File: config.mk
export PLATFORM = sky130hd
export DESIGN_NAME = switch_input_conditioner
export DESIGN_NICKNAME = d
export VERILOG_FILES = /design/src/rtl/io_pkg.sv /design/src/rtl/sync2_debounce.sv /design/src/rtl/switch_input_conditioner.sv
export SDC_FILE = /design/constraint.sdc
export NUM_CORES = 1
export LEC_CHECK = 0
export CAP_MARGIN = 10
export CORE_MARGIN = 1
export CORE_UTILIZATION = 32
export CTS_BUF_LIST = sky130_fd_sc_hd__clkbuf_4 sky130_fd_sc_hd__clkbuf_8
export CTS_CLUSTER_DIAMETER = 30
export DETAILED_ROUTE_END_ITERATION = 8
export GPL_TIMING_DRIVEN = 0
export SLEW_MARGIN = 25
export SYNTH_ARGS = -nofsm -noshare
export SYNTH_HDL_FRONTEND = slang
export SYNTH_HIERARCHICAL = 1
export SYNTH_SLANG_ARGS = --single-unit
File: constraint.sdc
create_clock -name clk -period 3.02 [get_ports clk]
set_clock_uncertainty 0.15 [all_clocks]
set_input_delay 0.453 -clock clk [delete_from_list [all_inputs] [get_ports clk]]
set_output_delay 0.453 -clock clk [all_outputs]
set_load 0.05 [all_outputs]
File: src/rtl/io_pkg.sv
// Shared IO definitions for the switch/button front end.
// Button FSM states, debounce default and switch MMIO map.
package io_pkg;

  typedef enum logic [1:0] {
    IDLE         = 2'd0,
    PRESS_WAIT   = 2'd1,
    PRESSED      = 2'd2,
    RELEASE_WAIT = 2'd3
  } btn_state_e;

  // 10 ms at 100 MHz
  localparam int DB_COUNT_DEFAULT = 1000000;

  localparam logic [31:0] SW_LIVE_ADDR   = 32'h1000_0000;
  localparam logic [31:0] SW_SNAP_ADDR   = 32'h1000_0004;
  localparam logic [31:0] SW_STATUS_ADDR = 32'h1000_0008;

endpackage

File: src/rtl/sync2_debounce.sv
// Two-flop synchroniser plus shared stable counter for a bus.
// A new level is accepted after DB_COUNT unchanged cycles.
module sync2_debounce #(
  parameter int WIDTH    = 1,
  parameter int DB_COUNT = 4,
  parameter int CNT_W    = 20
) (
  input  logic             clk,
  input  logic             rst,
  input  logic [WIDTH-1:0] d_i,
  output logic [WIDTH-1:0] sync_o,
  output logic [WIDTH-1:0] stable_o
);

  localparam logic [CNT_W-1:0] LAST = CNT_W'(DB_COUNT - 1);

  logic [WIDTH-1:0] meta_q;
  logic [WIDTH-1:0] sync_q;
  logic [WIDTH-1:0] prev_q;
  logic [WIDTH-1:0] stable_q, stable_d;
  logic [CNT_W-1:0] cnt_q, cnt_d;

  // count consecutive unchanged samples that differ from stable
  always_comb begin
    stable_d = stable_q;
    cnt_d    = cnt_q;
    if (sync_q == stable_q) begin
      cnt_d = '0;
    end else if (sync_q != prev_q) begin
      cnt_d = '0;
    end else if (cnt_q == LAST) begin
      stable_d = sync_q;
      cnt_d    = '0;
    end else begin
      cnt_d = cnt_q + CNT_W'(1);
    end
  end

  // synchroniser, history and debounce state
  always_ff @(posedge clk) begin
    if (!rst) begin
      meta_q   <= '0;
      sync_q   <= '0;
      prev_q   <= '0;
      stable_q <= '0;
      cnt_q    <= '0;
    end else begin
      meta_q   <= d_i;
      sync_q   <= meta_q;
      prev_q   <= sync_q;
      stable_q <= stable_d;
      cnt_q    <= cnt_d;
    end
  end

  assign sync_o   = sync_q;
  assign stable_o = stable_q;

endmodule

File: src/rtl/switch_input_conditioner.sv
// Switch/button conditioning: debounced switch word,
// confirm pulse, press-time snapshot and sticky valid flag.
module switch_input_conditioner
  import io_pkg::*;
#(
  parameter int SW_WIDTH = 16,
  parameter int DB_COUNT = DB_COUNT_DEFAULT,
  parameter int CNT_W    = 20
) (
  input  logic                clk,
  input  logic                rst,
  input  logic [SW_WIDTH-1:0] sw_raw,
  input  logic                btn_raw,
  input  logic                rd_ack,
  output logic [SW_WIDTH-1:0] sw_stable,
  output logic [SW_WIDTH-1:0] sw_snapshot,
  output logic                confirm_pulse,
  output logic                snapshot_valid
);

  localparam logic [CNT_W-1:0] LAST = CNT_W'(DB_COUNT - 1);

  logic [SW_WIDTH-1:0] sw_s_unused;
  logic                btn_s;
  logic                btn_db_unused;

  sync2_debounce #(
    .WIDTH    (SW_WIDTH),
    .DB_COUNT (DB_COUNT),
    .CNT_W    (CNT_W)
  ) u_sw (
    .clk      (clk),
    .rst      (rst),
    .d_i      (sw_raw),
    .sync_o   (sw_s_unused),
    .stable_o (sw_stable)
  );

  sync2_debounce #(
    .WIDTH    (1),
    .DB_COUNT (DB_COUNT),
    .CNT_W    (CNT_W)
  ) u_btn (
    .clk      (clk),
    .rst      (rst),
    .d_i      (btn_raw),
    .sync_o   (btn_s),
    .stable_o (btn_db_unused)
  );

  btn_state_e          state_q, state_d;
  logic [CNT_W-1:0]    cnt_q, cnt_d;
  logic                conf_q, conf_d;
  logic [SW_WIDTH-1:0] snap_q, snap_d;
  logic                valid_q, valid_d;

  // button FSM next state, confirm pulse and snapshot capture
  always_comb begin
    state_d = state_q;
    cnt_d   = cnt_q;
    conf_d  = 1'b0;
    snap_d  = snap_q;
    valid_d = valid_q & ~rd_ack;
    unique case (state_q)
      IDLE: begin
        if (btn_s) begin
          state_d = PRESS_WAIT;
          cnt_d   = '0;
        end
      end
      PRESS_WAIT: begin
        if (!btn_s) begin
          state_d = IDLE;
          cnt_d   = '0;
        end else if (cnt_q == LAST) begin
          state_d = PRESSED;
          cnt_d   = '0;
          conf_d  = 1'b1;
          snap_d  = sw_stable;
          valid_d = 1'b1;
        end else begin
          cnt_d = cnt_q + CNT_W'(1);
        end
      end
      PRESSED: begin
        if (!btn_s) begin
          state_d = RELEASE_WAIT;
          cnt_d   = '0;
        end
      end
      RELEASE_WAIT: begin
        if (btn_s) begin
          state_d = PRESSED;
          cnt_d   = '0;
        end else if (cnt_q == LAST) begin
          state_d = IDLE;
          cnt_d   = '0;
        end else begin
          cnt_d = cnt_q + CNT_W'(1);
        end
      end
      default: begin
        state_d = IDLE;
        cnt_d   = '0;
      end
    endcase
  end

  // FSM and output registers
  always_ff @(posedge clk) begin
    if (!rst) begin
      state_q <= IDLE;
      cnt_q   <= '0;
      conf_q  <= 1'b0;
      snap_q  <= '0;
      valid_q <= 1'b0;
    end else begin
      state_q <= state_d;
      cnt_q   <= cnt_d;
      conf_q  <= conf_d;
      snap_q  <= snap_d;
      valid_q <= valid_d;
    end
  end

  assign confirm_pulse  = conf_q;
  assign sw_snapshot    = snap_q;
  assign snapshot_valid = valid_q;

endmodule
==> out/summary.txt <==
status - finished clean
htree depth - 4
CTS tree - built
GR Overflow Total - 0
dpl cell area - 5870 um2
CTS sink count - 126
vias in the first global route - 3751
Die Span X - 128 um
# rows - 45
DR WL/cell - 13.1 um
Post-Layout Cell Count - 832
RSZ-0062 raised after global routing - false
worst r2r dst - cnt_q[19]$_SDFFE_PN0P_
critical path type - register to register
GRT Overall Usage - 14.2%
Starting Density - 33.1%
CP Capture Point - cnt_q[19]$_SDFFE_PN0P_
crit end category - register
worst r2r path cells - 9
post-CTS sizing - 0
startpoint types - register
setup violators final - 0
peak supply drop - 0.260 mV
most frequent cells in the layout - dfxtp_1 (126), nand2_1 (86), clkdlybuf4s50_1 (53)
Final Cycle Share - 82.6%
final net count - 631
largest net degree at the start of global routing - 17
critical path's slowest cell - nor4_4
io pins - 54
area of the core - 15300 um2
fraction of layout cells with a size suffix above 1 - 8.05%
Setup Buffers After CTS - 0
Synth Instances - 537
Worst-path clk slew - 70 ps
post-route setup TNS - 0 ps
Worst Path Buf+Inv - 3
fin. max-slew vios - 0
fill count - 1514
Skew-Pair Late Insertion Delay - 430 ps
Die Area - 16400 um2
Crit path max-delay family - buffers and inverters
grt met1 use - 15.2%
multi-input logic area - 2320 um2
leading cell type in the layout, fill and taps excluded - dfxtp_1
grt met3 use - 4.22%
Max Clk Rate - 0.401 GHz
worst r2r src - cnt_q[1]$_SDFFE_PN0P_
RD Place Congestion - 0.827
Register Area - 2520 um2
cts bufs inserted - 17
CTS Hold Bufs - 0
leak pwr - 0.00244 uW
CP Depth - 9
die height - 128 um
Worst Tran Pin Value - 715 ps
flop2flop setup slack - 520 ps
Synth Net Count - 559
worst-path cell chain - ha_1, clkbuf_1, nand2_1, nor4_4, a21oi_1, buf_2, buf_2, o211ai_1, nand3_1
Crit Path Max Fanout - 10
DRC viols - 0
via/cell ratio - 4.55
Crit path required time - 3190 ps
Final Hold Fails - 0
antenna-violating nets left - 0
Worst Setup SP - cnt_q[1]$_SDFFE_PN0P_
Max Cap Viol - 0
starting DRC count in detailed routing - 191
first-pass GRT wire length - 17900 um
Final min period - 2500 ps
pre-CTS setup slack - 270 ps
initial antenna violation count - 0
total power - 3520 uW
Final Cell Area - 6330 um2
Yosys warning total - 6
PortBufs - 53
Post-Place Cells - 801
layout overhead on the synthesized area - 24.9%
Routed WL - 10900 um
Max-Slew Margin vs Limit - 52.0%
crit path DAT - 2670 ps
Diodes inserted - 0
drt pass-1 iters - 6
routed vias - 3789
PD cells - 555 nW/um2
CTS max path bufs - 2
min-delay worst type - register to register
Post-Syn Area - 5070 um2
Clock Tree Root - clkbuf_8
GRT busiest layer - met2
crit-path most repeated cell - buf_2
Final WS setup - 525 ps
hpwl dp - 7980 um
syn_area_per_cell - 9.45 um2
Worst path max stage delay - 440 ps
grt met2 use - 25.5%
power breakdown:
| group | switching [uW] | internal (uW) |
|---|---|---|
| clock | 637 | 1050 |
| sequential | 15.8 | 1690 |
| combinational | 63.3 | 59.1 |
| total | 716 | 2800 |
per-stage QoR:
stage	util, %	hold slack (ps)
detailed placement	38.3	269
finish	41.4	285
CTS	41.4	286
global route	41.4	296
global placement	38.3	269
floorplan	-	262
how the worst min path moves through the flow:
stage / start / to / slack [ps] / depth (start not counted)
floorplan: u_btn/meta_q$_SDFF_PN0_ / u_btn/sync_o$_SDFF_PN0_ / 260 / 1
global placement: u_sw/meta_q[10]$_SDFF_PN0_ / u_sw/sync_o[10]$_SDFF_PN0_ / 270 / 1
detailed placement: u_sw/meta_q[10]$_SDFF_PN0_ / u_sw/sync_o[10]$_SDFF_PN0_ / 270 / 1
CTS: u_sw/meta_q[10]$_SDFF_PN0_ / u_sw/sync_o[10]$_SDFF_PN0_ / 290 / 1
global route: u_sw/meta_q[10]$_SDFF_PN0_ / u_sw/sync_o[10]$_SDFF_PN0_ / 300 / 1
finish: u_sw/meta_q[10]$_SDFF_PN0_ / u_sw/sync_o[10]$_SDFF_PN0_ / 280 / 1
metal layers:
layer	up-vias	wire, um
met4	0	155
met1	1779	4700
li1	1933	-
met3	11	362
met2	66	5710
met5	-	0
sequential cells by signal, summed over array words and instances, names as in the netlist, named ones only:
name / flops
cnt_q: 20
u_sw/cnt_q: 20
sw_snapshot: 16
u_sw/meta_q: 16
u_sw/prev_q: 16
u_sw/stable_o: 16
u_sw/sync_o: 16
confirm_pulse: 1
snapshot_valid: 1
state_q: 1
u_btn/meta_q: 1
u_btn/sync_o: 1
cell type report:
class | count | area share (%)
clock buffers | 21 | 4.46
multi-input cells | 362 | 36.6
clock inverters | 10 | 2.92
flip-flops and latches | 126 | 39.8
repair buffers | 53 | 8.37
plain buffers | 27 | 2.37
well taps | 211 | 4.17
inverters | 22 | 1.30
Power figures use the tool's default switching activity.
